$ cat src/rtl/collision_pkg.sv
// Shared state encoding and default geometry for the collision engine.
package collision_pkg;

    typedef enum logic [1:0] {
        IDLE,
        BALL,
        PAIR,
        FINISH
    } state_t;

    localparam int NUM_PINS_DEF      = 10;
    localparam int X_W_DEF           = 11;
    localparam int Y_W_DEF           = 10;
    localparam int V_W_DEF           = 16;
    localparam int BALL_RADIUS_DEF   = 8;
    localparam int PIN_RADIUS_DEF    = 5;
    localparam int SCREEN_WIDTH_DEF  = 1024;
    localparam int SCREEN_HEIGHT_DEF = 768;

endpackage

$ cat src/rtl/dist_sq_cmp.sv
// Combinational proximity test: o_hit when dx*dx + dy*dy <= i_thr (assumes Y_W <= X_W).
module dist_sq_cmp #(
    parameter int X_W = 11,
    parameter int Y_W = 10
) (
    input  logic [X_W-1:0]   i_a_x,
    input  logic [Y_W-1:0]   i_a_y,
    input  logic [X_W-1:0]   i_b_x,
    input  logic [Y_W-1:0]   i_b_y,
    input  logic [2*X_W+1:0] i_thr,
    output logic             o_hit
);

    localparam int SQ_W = 2 * (X_W + 1);

    logic signed [X_W:0]    w_dx;
    logic signed [Y_W:0]    w_dy;
    logic signed [SQ_W-1:0] w_dx_ext;
    logic signed [SQ_W-1:0] w_dy_ext;
    logic signed [SQ_W-1:0] w_dx_sq;
    logic signed [SQ_W-1:0] w_dy_sq;
    logic        [SQ_W-1:0] w_dist_sq;

    // Differences carry one extra bit so the full coordinate range never wraps.
    assign w_dx      = $signed({1'b0, i_a_x}) - $signed({1'b0, i_b_x});
    assign w_dy      = $signed({1'b0, i_a_y}) - $signed({1'b0, i_b_y});
    assign w_dx_ext  = SQ_W'(w_dx);
    assign w_dy_ext  = SQ_W'(w_dy);
    assign w_dx_sq   = w_dx_ext * w_dx_ext;
    assign w_dy_sq   = w_dy_ext * w_dy_ext;
    assign w_dist_sq = $unsigned(w_dx_sq) + $unsigned(w_dy_sq);
    assign o_hit     = (w_dist_sq <= i_thr);

endmodule

$ cat src/rtl/collision_engine.sv
// Sequential ball/pin and pin/pin collision resolver sharing one distance comparator.
// Optional hit counter output coll_count_out when COLLISION_STATS_EN is defined.
module collision_engine
    import collision_pkg::*;
#(
    parameter int NUM_PINS      = NUM_PINS_DEF,
    parameter int X_W           = X_W_DEF,
    parameter int Y_W           = Y_W_DEF,
    parameter int V_W           = V_W_DEF,
    parameter int BALL_RADIUS   = BALL_RADIUS_DEF,
    parameter int PIN_RADIUS    = PIN_RADIUS_DEF,
    parameter int SCREEN_WIDTH  = SCREEN_WIDTH_DEF,
    parameter int SCREEN_HEIGHT = SCREEN_HEIGHT_DEF
) (
    input  logic                          clk_in,
    input  logic                          rst_n_in,
    input  logic                          valid_in,
    output logic                          ready_out,
    input  logic [X_W-1:0]                ball_x,
    input  logic [Y_W-1:0]                ball_y,
    input  logic [V_W-1:0]                ball_vx_in,
    input  logic [V_W-1:0]                ball_vy_in,
    input  logic [NUM_PINS-1:0][X_W-1:0]  pins_x,
    input  logic [NUM_PINS-1:0][Y_W-1:0]  pins_y,
    input  logic [NUM_PINS-1:0][V_W-1:0]  pins_vx_in,
    input  logic [NUM_PINS-1:0][V_W-1:0]  pins_vy_in,
    output logic [NUM_PINS-1:0][V_W-1:0]  pins_vx_out,
    output logic [NUM_PINS-1:0][V_W-1:0]  pins_vy_out,
    output logic [NUM_PINS-1:0]           pins_hit,
`ifdef COLLISION_STATS_EN
    output logic [15:0]                   coll_count_out,
`endif
    output logic                          done
);

    localparam int IDX_W = (NUM_PINS > 2) ? $clog2(NUM_PINS) : 1;
    localparam int SQ_W  = 2 * (X_W + 1);
    localparam logic [SQ_W-1:0]  BALL_THR = SQ_W'((BALL_RADIUS + PIN_RADIUS) * (BALL_RADIUS + PIN_RADIUS));
    localparam logic [SQ_W-1:0]  PAIR_THR = SQ_W'((2 * PIN_RADIUS) * (2 * PIN_RADIUS));
    localparam logic [IDX_W-1:0] LAST_J   = IDX_W'(NUM_PINS - 1);
    localparam logic [IDX_W-1:0] LAST_I   = IDX_W'(NUM_PINS - 2);

    state_t                        r_state;
    state_t                        w_state_nxt;
    logic [IDX_W-1:0]              r_i;
    logic [IDX_W-1:0]              r_j;
    logic [X_W-1:0]                r_ball_x;
    logic [Y_W-1:0]                r_ball_y;
    logic [V_W-1:0]                r_ball_vx;
    logic [V_W-1:0]                r_ball_vy;
    logic [NUM_PINS-1:0][X_W-1:0]  r_pin_x;
    logic [NUM_PINS-1:0][Y_W-1:0]  r_pin_y;
    logic [NUM_PINS-1:0][V_W-1:0]  r_vx;
    logic [NUM_PINS-1:0][V_W-1:0]  r_vy;
    logic [NUM_PINS-1:0]           r_work_hit;
    logic [NUM_PINS-1:0]           r_hit;
    logic [NUM_PINS-1:0][V_W-1:0]  r_vx_out;
    logic [NUM_PINS-1:0][V_W-1:0]  r_vy_out;
    logic                          r_done;

    logic                          w_accept;
    logic [NUM_PINS-1:0]           w_on_screen;
    logic [X_W-1:0]                w_a_x;
    logic [Y_W-1:0]                w_a_y;
    logic [X_W-1:0]                w_b_x;
    logic [Y_W-1:0]                w_b_y;
    logic [SQ_W-1:0]               w_thr;
    logic                          w_near;
    logic                          w_hit;

    always_ff @(posedge clk_in or negedge rst_n_in) begin
        if (!rst_n_in) r_state <= IDLE;
        else           r_state <= w_state_nxt;
    end

    // NOTE: every output of a combinational block gets a default first so no path can infer a latch.
    always_comb begin
        w_state_nxt = r_state;
        ready_out   = 1'b0;
        case (r_state)
            IDLE: begin
                ready_out = 1'b1;
                if (valid_in) w_state_nxt = BALL;
            end
            BALL:    if (r_i == LAST_J) w_state_nxt = PAIR;
            PAIR:    if ((r_i == LAST_I) && (r_j == LAST_J)) w_state_nxt = FINISH;
            FINISH:  w_state_nxt = IDLE;
            default: w_state_nxt = IDLE;
        endcase
    end

    assign w_accept = ready_out && valid_in;

    always_comb begin
        w_on_screen = '0;
        for (int k = 0; k < NUM_PINS; k++) begin
            w_on_screen[k] = (int'(r_pin_x[k]) < SCREEN_WIDTH) && (int'(r_pin_y[k]) < SCREEN_HEIGHT);
        end
    end

    // BALL compares the ball against pin i; PAIR compares pin i against pin j.
    always_comb begin
        w_a_x = r_pin_x[r_i];
        w_a_y = r_pin_y[r_i];
        w_b_x = r_pin_x[r_j];
        w_b_y = r_pin_y[r_j];
        w_thr = PAIR_THR;
        if (r_state == BALL) begin
            w_a_x = r_ball_x;
            w_a_y = r_ball_y;
            w_b_x = r_pin_x[r_i];
            w_b_y = r_pin_y[r_i];
            w_thr = BALL_THR;
        end
    end

    dist_sq_cmp #(.X_W(X_W), .Y_W(Y_W)) u_dist_sq_cmp (
        .i_a_x (w_a_x),
        .i_a_y (w_a_y),
        .i_b_x (w_b_x),
        .i_b_y (w_b_y),
        .i_thr (w_thr),
        .o_hit (w_near)
    );

    assign w_hit = w_near && w_on_screen[r_i] &&
                   ((r_state == BALL) || ((r_state == PAIR) && w_on_screen[r_j]));

    // NOTE: working registers are few enough to sit in flops, so they are reset along with the outputs.
    always_ff @(posedge clk_in or negedge rst_n_in) begin
        if (!rst_n_in) begin
            r_i        <= '0;
            r_j        <= '0;
            r_ball_x   <= '0;
            r_ball_y   <= '0;
            r_ball_vx  <= '0;
            r_ball_vy  <= '0;
            r_pin_x    <= '0;
            r_pin_y    <= '0;
            r_vx       <= '0;
            r_vy       <= '0;
            r_work_hit <= '0;
            r_hit      <= '0;
            r_vx_out   <= '0;
            r_vy_out   <= '0;
            r_done     <= 1'b0;
        end else begin
            r_done <= 1'b0;
            case (r_state)
                IDLE: begin
                    if (w_accept) begin
                        r_i        <= '0;
                        r_j        <= '0;
                        r_ball_x   <= ball_x;
                        r_ball_y   <= ball_y;
                        r_ball_vx  <= ball_vx_in;
                        r_ball_vy  <= ball_vy_in;
                        r_pin_x    <= pins_x;
                        r_pin_y    <= pins_y;
                        r_vx       <= pins_vx_in;
                        r_vy       <= pins_vy_in;
                        r_work_hit <= '0;
                    end
                end
                BALL: begin
                    if (w_hit) begin
                        r_vx[r_i]       <= r_ball_vx;
                        r_vy[r_i]       <= r_ball_vy;
                        r_work_hit[r_i] <= 1'b1;
                    end
                    if (r_i == LAST_J) begin
                        r_i <= '0;
                        r_j <= IDX_W'(1);
                    end else begin
                        r_i <= r_i + IDX_W'(1);
                    end
                end
                PAIR: begin
                    // NOTE: non-blocking assignment makes both sides read the pre-swap values.
                    if (w_hit) begin
                        r_vx[r_i]       <= r_vx[r_j];
                        r_vx[r_j]       <= r_vx[r_i];
                        r_vy[r_i]       <= r_vy[r_j];
                        r_vy[r_j]       <= r_vy[r_i];
                        r_work_hit[r_i] <= 1'b1;
                        r_work_hit[r_j] <= 1'b1;
                    end
                    if (r_j == LAST_J) begin
                        r_i <= r_i + IDX_W'(1);
                        r_j <= r_i + IDX_W'(2);
                    end else begin
                        r_j <= r_j + IDX_W'(1);
                    end
                end
                FINISH: begin
                    r_vx_out <= r_vx;
                    r_vy_out <= r_vy;
                    r_hit    <= r_hit | r_work_hit;
                    r_done   <= 1'b1;
                end
                default: ;
            endcase
        end
    end

    assign pins_vx_out = r_vx_out;
    assign pins_vy_out = r_vy_out;
    assign pins_hit    = r_hit;
    assign done        = r_done;

`ifdef COLLISION_STATS_EN
    logic [15:0] r_coll_count;

    always_ff @(posedge clk_in or negedge rst_n_in) begin
        if (!rst_n_in) begin
            r_coll_count <= '0;
        end else if (w_hit && (r_coll_count != 16'hFFFF)) begin
            r_coll_count <= r_coll_count + 16'd1;
        end
    end

    assign coll_count_out = r_coll_count;
`endif

endmodule

$ cat config.mk
export PLATFORM = sky130hd
export DESIGN_NAME = collision_engine
export DESIGN_NICKNAME = d
export VERILOG_FILES = /design/src/rtl/collision_pkg.sv /design/src/rtl/dist_sq_cmp.sv /design/src/rtl/collision_engine.sv
export SDC_FILE = /design/constraint.sdc
export NUM_CORES = 2
export LEC_CHECK = 0
export CAP_MARGIN = 0
export CORE_MARGIN = 2
export CORE_UTILIZATION = 29
export CTS_BUF_LIST = sky130_fd_sc_hd__clkbuf_8 sky130_fd_sc_hd__clkbuf_16
export CTS_CLUSTER_DIAMETER = 50
export CTS_CLUSTER_SIZE = 24
export DETAILED_ROUTE_END_ITERATION = 12
export DONT_BUFFER_PORTS = 1
export GPL_TIMING_DRIVEN = 0
export HOLD_SLACK_MARGIN = 0.1
export SLEW_MARGIN = 5
export SYNTH_ARGS = -nofsm -noshare
export SYNTH_HDL_FRONTEND = slang
export SYNTH_SLANG_ARGS = --single-unit
$ cat constraint.sdc
create_clock -name clk_in -period 17.5 [get_ports clk_in]
set_input_delay 1.75 -clock clk_in [delete_from_list [all_inputs] [get_ports clk_in]]
set_output_delay 1.75 -clock clk_in [all_outputs]
set_load 0.02 [all_outputs]
## Word-level counts from Yosys, hierarchy flattened

Cells that the tools add are included.
W data, S select, Z words.

| cells by class | value |
|---|---|
| order comparisons | 25 |
| reduce and logical (&&, ||, !) cells | 25 |
| mux-type cells | 64 |
| $mul | 2 |
| bitwise operators | 3 |
| equality and inequality tests | 13 |
| add/subtract/negate cells | 6 |

Operator list:

| operator | count |
|---|---|
| $bwmux W160 | 6 |
| $mux W160 | 6 |
| $pmux W160 S3 | 2 |
| $bmux W16 S4 | 4 |
| $demux W16 S4 | 2 |
| $lt A11 B11 Y1 const B | 10 |
| $lt A10 B10 Y1 const B | 10 |
| $mux W16 | 6 |
| $bmux W11 S4 | 2 |
| $bmux W10 S4 | 2 |
| $mux W10 | 7 |
| $mux W11 | 4 |
| $or A10 B10 Y10 | 3 |
| $pmux W10 S3 | 1 |
| $add A24 B24 Y24 | 1 |
| $le A24 B8 Y1 | 1 |
| $mul A12 B12 Y24 | 1 |
| $pmux W4 S3 | 2 |
| $mul A11 B11 Y22 | 1 |
| $mux W4 | 5 |
| $logic_and A1 B1 Y1 | 17 |
| $eq A4 B4 Y1 const B | 3 |
| $sub A11 B11 Y12 | 1 |
| $sub A10 B10 Y11 | 1 |
| other kinds (20) | 40 |

| storage, ports and cells | value |
|---|---|
| output and inout bits | 332 |
| word-level logic and storage cells | 208 |
| register bits | 934 |
| input bits | 586 |

## Depth between registers and ports, before layout

| depth | value |
|---|---|
| word-level depth | 11 |
| mapped depth | 59 |
| mapped depth without buffers | 53 |

## By module

Synthesis repeated with hierarchy kept, for this count alone.

| unflattened totals | value |
|---|---|
| cell total of the unflattened synthesis | 7153 |
| area total of the unflattened synthesis | 68388.1 um^2 |

By module, submodules not included:

| module | area an instance (um^2) | seq. area each (um^2) | times used | cells an instance |
|---|---|---|---|---|
| collision_engine | 57257.4 | 23372.4 | 1 | 5880 |
| dist_sq_cmp | 11130.7 | 0.0 | 1 | 1273 |

## Least setup slack after synthesis

OpenSTA, ideal clock, no wires.

| path | value |
|---|---|
| kind | register to register |
| start | register r_j[0] |
| end | register r_vx[10] (netlist bit) |
| clock period less this slack | 13442 ps |
| library setup time | 135 ps |
| required time | 17365 ps |
| path buffers | 7 |
| setup slack | 4058 ps |
| cell stages (with the launch flop) | 55 |
| arrival time | 13307 ps |
| cell sequence | dfrtp_1 > buf_2 > buf_2 > buf_1 > buf_1 > mux2i_1 > o21ai_0 > o21a_1 > ha_1 > fa_1 > nor2b_1 > o21ai_0 > nand2b_1 > a21o_1 > a21o_1 > a31oi_1 > o21ai_1 > clkinv_1 > [19 not listed] > fa_1 > fa_1 > inv_1 > fa_1 > ha_1 > ha_1 > inv_1 > a222oi_1 > and3_1 > and4_1 > nand4_1 > nor4_1 > and4bb_1 > buf_4 > and3_1 > buf_4 > buf_6 > o22ai_1 |

| on the way | value |
|---|---|
| longest elaborated chain between the ends | 11 |
| elaborated cells on any way between the ends | 32 |
| those cells by class | add/sub (3); mul (2); order compare (3); eq/ne (2); mux (16); reduce/logical (6) |

Ends and longest elaborated chain:

| element | line | source |
|---|---|---|
| from (decl) | collision_engine.sv:46 | `logic [IDX_W-1:0] r_j;` |
| from (signal assigned) | collision_engine.sv:190 | `r_j <= r_i + IDX_W'(2);` |
| from (signal assigned) | collision_engine.sv:192 | `r_j <= r_j + IDX_W'(1);` |
| $bmux W11 S4 / $bmux W10 S4 (equally long branches) | collision_engine.sv:105, collision_engine.sv:106 |  |
| $mux W11 (implied by the code) / $mux W10 (equally long branches) | collision_engine.sv:105, collision_engine.sv:106 |  |
| $mux W11 / $mux W10 (equally long branches) | collision_engine.sv:108 | `if (r_state == BALL) begin` |
| $sub A11 B11 Y12 / $sub A10 B10 Y11 (equally long branches) | dist_sq_cmp.sv:25, dist_sq_cmp.sv:26 |  |
| $mul A12 B12 Y24 / $mul A11 B11 Y22 (equally long branches) | dist_sq_cmp.sv:29, dist_sq_cmp.sv:30 |  |
| $add A24 B24 Y24 | dist_sq_cmp.sv:31 | `assign w_dist_sq = $unsigned(w_dx_sq) + $unsigned(w_dy_sq);` |
| $le A24 B8 Y1 | dist_sq_cmp.sv:32 | `assign o_hit = (w_dist_sq <= i_thr);` |
| $logic_and A1 B1 Y1 (2 in series) | collision_engine.sv:126 | `assign w_hit = w_near && w_on_screen[r_i] &&` |
| $ne A2 B2 Y1 (no line) | n/a |  |
| $reduce_and A4 Y1 (no line) | n/a |  |
| to (signal assigned) | collision_engine.sv:160 | `r_vx <= pins_vx_in;` |
| to (signal, indexed assignment) | collision_engine.sv:167 | `r_vx[r_i] <= r_ball_vx;` |
| to (signal, indexed assignment) | collision_engine.sv:181 | `r_vx[r_i] <= r_vx[r_j];` |
| to (decl) | collision_engine.sv:53 | `logic [NUM_PINS-1:0][V_W-1:0] r_vx;` |

Several ways; a longest one is shown, not always the timed one. The select of a mux whose other input is x is not followed.
A chain may end at the register's enable or synchronous reset.

## Worst setup path after layout

| path | value |
|---|---|
| start | register r_j[3] |
| end | register r_vy[10] (netlist bit) |

| on the way | value |
|---|---|
| longest elaborated chain between the ends | 11 |
| elaborated cells on any way between the ends | 32 |
| those cells by class | add/sub (3); mul (2); order compare (3); eq/ne (2); mux (16); reduce/logical (6) |

Ends and longest elaborated chain:

| element | line | source |
|---|---|---|
| $bmux W11 S4 / $bmux W10 S4 (equally long branches) | collision_engine.sv:105, collision_engine.sv:106 |  |
| $mux W11 (implied by the code) / $mux W10 (equally long branches) | collision_engine.sv:105, collision_engine.sv:106 |  |
| $mux W11 / $mux W10 (equally long branches) | collision_engine.sv:108 |  |
| $sub A11 B11 Y12 / $sub A10 B10 Y11 (equally long branches) | dist_sq_cmp.sv:25, dist_sq_cmp.sv:26 |  |
| $mul A12 B12 Y24 / $mul A11 B11 Y22 (equally long branches) | dist_sq_cmp.sv:29, dist_sq_cmp.sv:30 |  |
| $add A24 B24 Y24 | dist_sq_cmp.sv:31 |  |
| $le A24 B8 Y1 | dist_sq_cmp.sv:32 |  |
| $logic_and A1 B1 Y1 (2 in series) | collision_engine.sv:126 |  |
| $ne A2 B2 Y1 (no line) | n/a |  |
| $reduce_and A4 Y1 (no line) | n/a |  |
| to (signal assigned) | collision_engine.sv:161 | `r_vy <= pins_vy_in;` |
| to (signal, indexed assignment) | collision_engine.sv:168 | `r_vy[r_i] <= r_ball_vy;` |
| to (signal, indexed assignment) | collision_engine.sv:183 | `r_vy[r_i] <= r_vy[r_j];` |
| to (decl) | collision_engine.sv:54 | `logic [NUM_PINS-1:0][V_W-1:0] r_vy;` |

Several ways; a longest one is shown, not always the timed one. The select of a mux whose other input is x is not followed.

==> impl_metrics.json <==
{
  "worstHoldPathCells": 1,
  "synth_top_area_frac": 0.364,
  "synth_fa_ha_area_frac": 0.105,
  "hpwl_um": 301000,
  "ys_ff_latch": 934,
  "reg2reg_slack_ns": 0.60,
  "hold_class": "reg2reg",
  "die_h_um": 475,
  "p_leak_uw": 0.0322,
  "nets": 6934,
  "clkTransAtPathRegs_ns": 0.07,
  "yosys_warnings": 0,
  "cts_tree": "done",
  "fin_crit_ns": 16.90,
  "hold_start": "r_work_hit[7]",
  "initial_utilization": 0.292,
  "ant_nets": 0,
  "clk_latency_ns": 0.85,
  "crit_slowest_cell": "clkbuf_1",
  "crit_end": "r_vy[10]",
  "cts_buffers": 115,
  "drtPass1Iterations": 9,
  "yosys.area_share.simple": 0.0559,
  "drive_above_1_share": 0.220,
  "status": "finished, violations left",
  "worst_slew_pin_slew_ns": 1.64,
  "syn_area_um2": 64300,
  "globalplace.congestion": 1.06,
  "grtUsageTotal": 0.326,
  "root_buffer": "clkbuf_16",
  "wirelength_um": 378000,
  "ir_drop_mv": 0.0927,
  "cp-startpoint": "r_j[3]",
  "area_growth_pct": 14.0,
  "grt_pass1_vias": 55600,
  "r2r-end": "r_vy[10]",
  "synth_edf_count": 0,
  "p_total_uw": 4880,
  "wl_met1_um": 133000,
  "dr_wl_met3_um": 56000,
  "hold_viol": 0,
  "synth.distinct_cells": 76,
  "yosysTopAreaCell": "dfrtp_1",
  "antenna_found_initial": 186,
  "top_layer_used": "met5",
  "gr-total-overflow": 0,
  "io_buffers": 0,
  "synth_top_family_by_area": "multiplexers",
  "fin_crit_sh": 0.966,
  "cts.sinks": 934,
  "drc": 0,
  "violations": "max-capacitance violations, max-slew violations",
  "cp_common_cell": "fa_1",
  "cp.arrival_ns": 17.58,
  "yosysMostFrequentCell": "dfrtp_1",
  "worst-endpoint-required_ns": 18.18,
  "clk_path_buf_depth": 3,
  "wl_per_cell_um": 41.5,
  "crit_fanout": 10,
  "dr_wl_met2_um": 155000,
  "async_flop_share": 1.00,
  "grt_max_degree": 935,
  "hold-worst-slack_ns": 0.457,
  "clock_skew_ns": 0.124,
  "yosys-mux-area-fraction": 0.249,
  "critPathLaunchType": "flip-flop",
  "crit_path_end_kind": "flip-flop",
  "synth.area.top_cells": "dfrtp_1 36%, mux2_2 11%, fa_1 7.8%",
  "avgSynthCellArea_um2": 11.1,
  "r2r-start": "r_j[3]",
  "postSynthCellCount": 5788,
  "seq_area_frac_synth": 0.364,
  "fmax_ghz": 0.0592,
  "critPathMaxStageDelay_ns": 0.86,
  "worstSetupPathType": "reg2reg",
  "dieArea_um2": 225000,
  "synthFlopType": "dfrtp_1",
  "core_area_um2": 220000,
  "ys_top_cells_by_count": "934 x dfrtp_1, 656 x mux2_2, 546 x nand2_1",
  "num_io_pins": 918,
  "setup_tns_ns": 0,
  "synth_compound_area_frac": 0.161,
  "die_w_um": 475,
  "synth_xor_area_frac": 0.00763,
  "rows": 172,
  "max_cap_violations": 1,
  "power.density_nw_per_um2": 66.5,
  "via_per_inst": 6.31,
  "syn_nets": 6766,
  "htreeDepth": 3,
  "r2r_cells": 51,
  "ctsHoldBuffers": 0,
  "setup_viol_count_final": 0,
  "slew_violations": 174,
  "via_count": 57600,
  "relSlewSlack": -0.0963,
  "grt_pass1_wl_um": 502000,
  "drt_iter0_markers": 7956
}
[cells in the final DEF, fill, tap and decap left out, types with 46 or more instances in the layout]
cell type / instances
a21oi_1: 89
a221oi_1: 321
a22oi_1: 73
buf_2: 69
buf_6: 54
clkbuf_1: 361
clkbuf_16: 116
dfrtp_1: 934
diode_2: 106
fa_1: 249
ha_1: 143
inv_1: 364
mux2_2: 656
mux2i_1: 380
mux4_2: 214
nand2_1: 546
nor2_1: 164
o21ai_0: 71
o21ai_1: 46
o22ai_1: 344
o2bb2ai_1: 300
[through the flow]
step	instance area [um^2]	instances	util	setup slack, ns
global placement	68000	8746	0.309	-0.777
global route	73200	9096	0.333	-0.0234
floorplan	64300	5788	-	4.06
CTS	72800	9009	0.331	0.00690
detailed placement	68600	8794	0.312	-0.455
finish	73300	9118	0.333	0.603
[power breakdown]
group          internal [uW]  total [uW]  switching (uW)  leakage [uW]
Clock                   1390        2670            1280       0.00204
Sequential              2160        2160               0        0.0130
Combinational           4.27        48.6            44.3        0.0171
[registers in the layout, indices dropped and copies added, names as in the netlist, 11 cells and up]
name / count
r_pin_y: 100
r_pin_x: 110
pins_vy_out: 160
pins_vx_out: 160
r_ball_x: 11
r_vy: 160
r_ball_vy: 16
r_ball_vx: 16
r_vx: 160
[cell type report]
cell class,count,area [um^2]
Timing Repair Buffer,54,633
Buffer,529,2400
Clock buffer,119,2940
Multi-Input combinational cell,3953,37300
Inverter,369,1390
Tap cell,2958,3700
Clock inverter,96,1260
Sequential cell,934,23400
Fill cell,22300,147000
Antenna cell,106,265
[logic make-up (layout without fill, tap and decap cells)]
group                    count (synthesis)  after routing
flip-flops                             934            934
AO/OA/AOI/OAI                         1394           1394
buffers and inverters                  901           1167
multiplexers                          1250           1250
adder cells (fa/ha/maj)                392            392
AND/OR/NAND/NOR                        861            861
XOR/XNOR                                56             56
other                                    0            106
[how the worst min path moves through the flow]
stage | endpoint | slack (ns)
2_1_floorplan | pins_hit[0] | 0.45
3_3_place_gp | pins_hit[2] | 0.47
3_5_place_dp | pins_hit[3] | 0.47
4_1_cts | pins_hit[7] | 0.47
5_1_grt | pins_hit[7] | 0.48
6_report | pins_hit[7] | 0.46
[routing by layer]
layer	vias to the layer above	GRT usage
li1	22100	-
met1	29300	0.382
met2	4808	0.460
met3	1292	0.155
met4	112	0.243
met5	-	0.000216
[worst max-delay path, delay by kind of cell, from the launching register on]
family / cells / cell delay (ns)
compound gates: 16 / 3.89
xor+xnor: 2 / 0.91
fa+ha+maj: 13 / 5.65
mux: 1 / 0.29
flops: 1 / 0.37
buf+inv: 12 / 3.82
simple gates: 7 / 1.74
[timing repair]
action	4_1_cts	5_1_grt
setup endpoints to repair	330	330
gates resized for setup	15	35
cloned	0	0
pin swaps	0	1
setup buffers	0	2
Power figures use the tool's default switching activity.
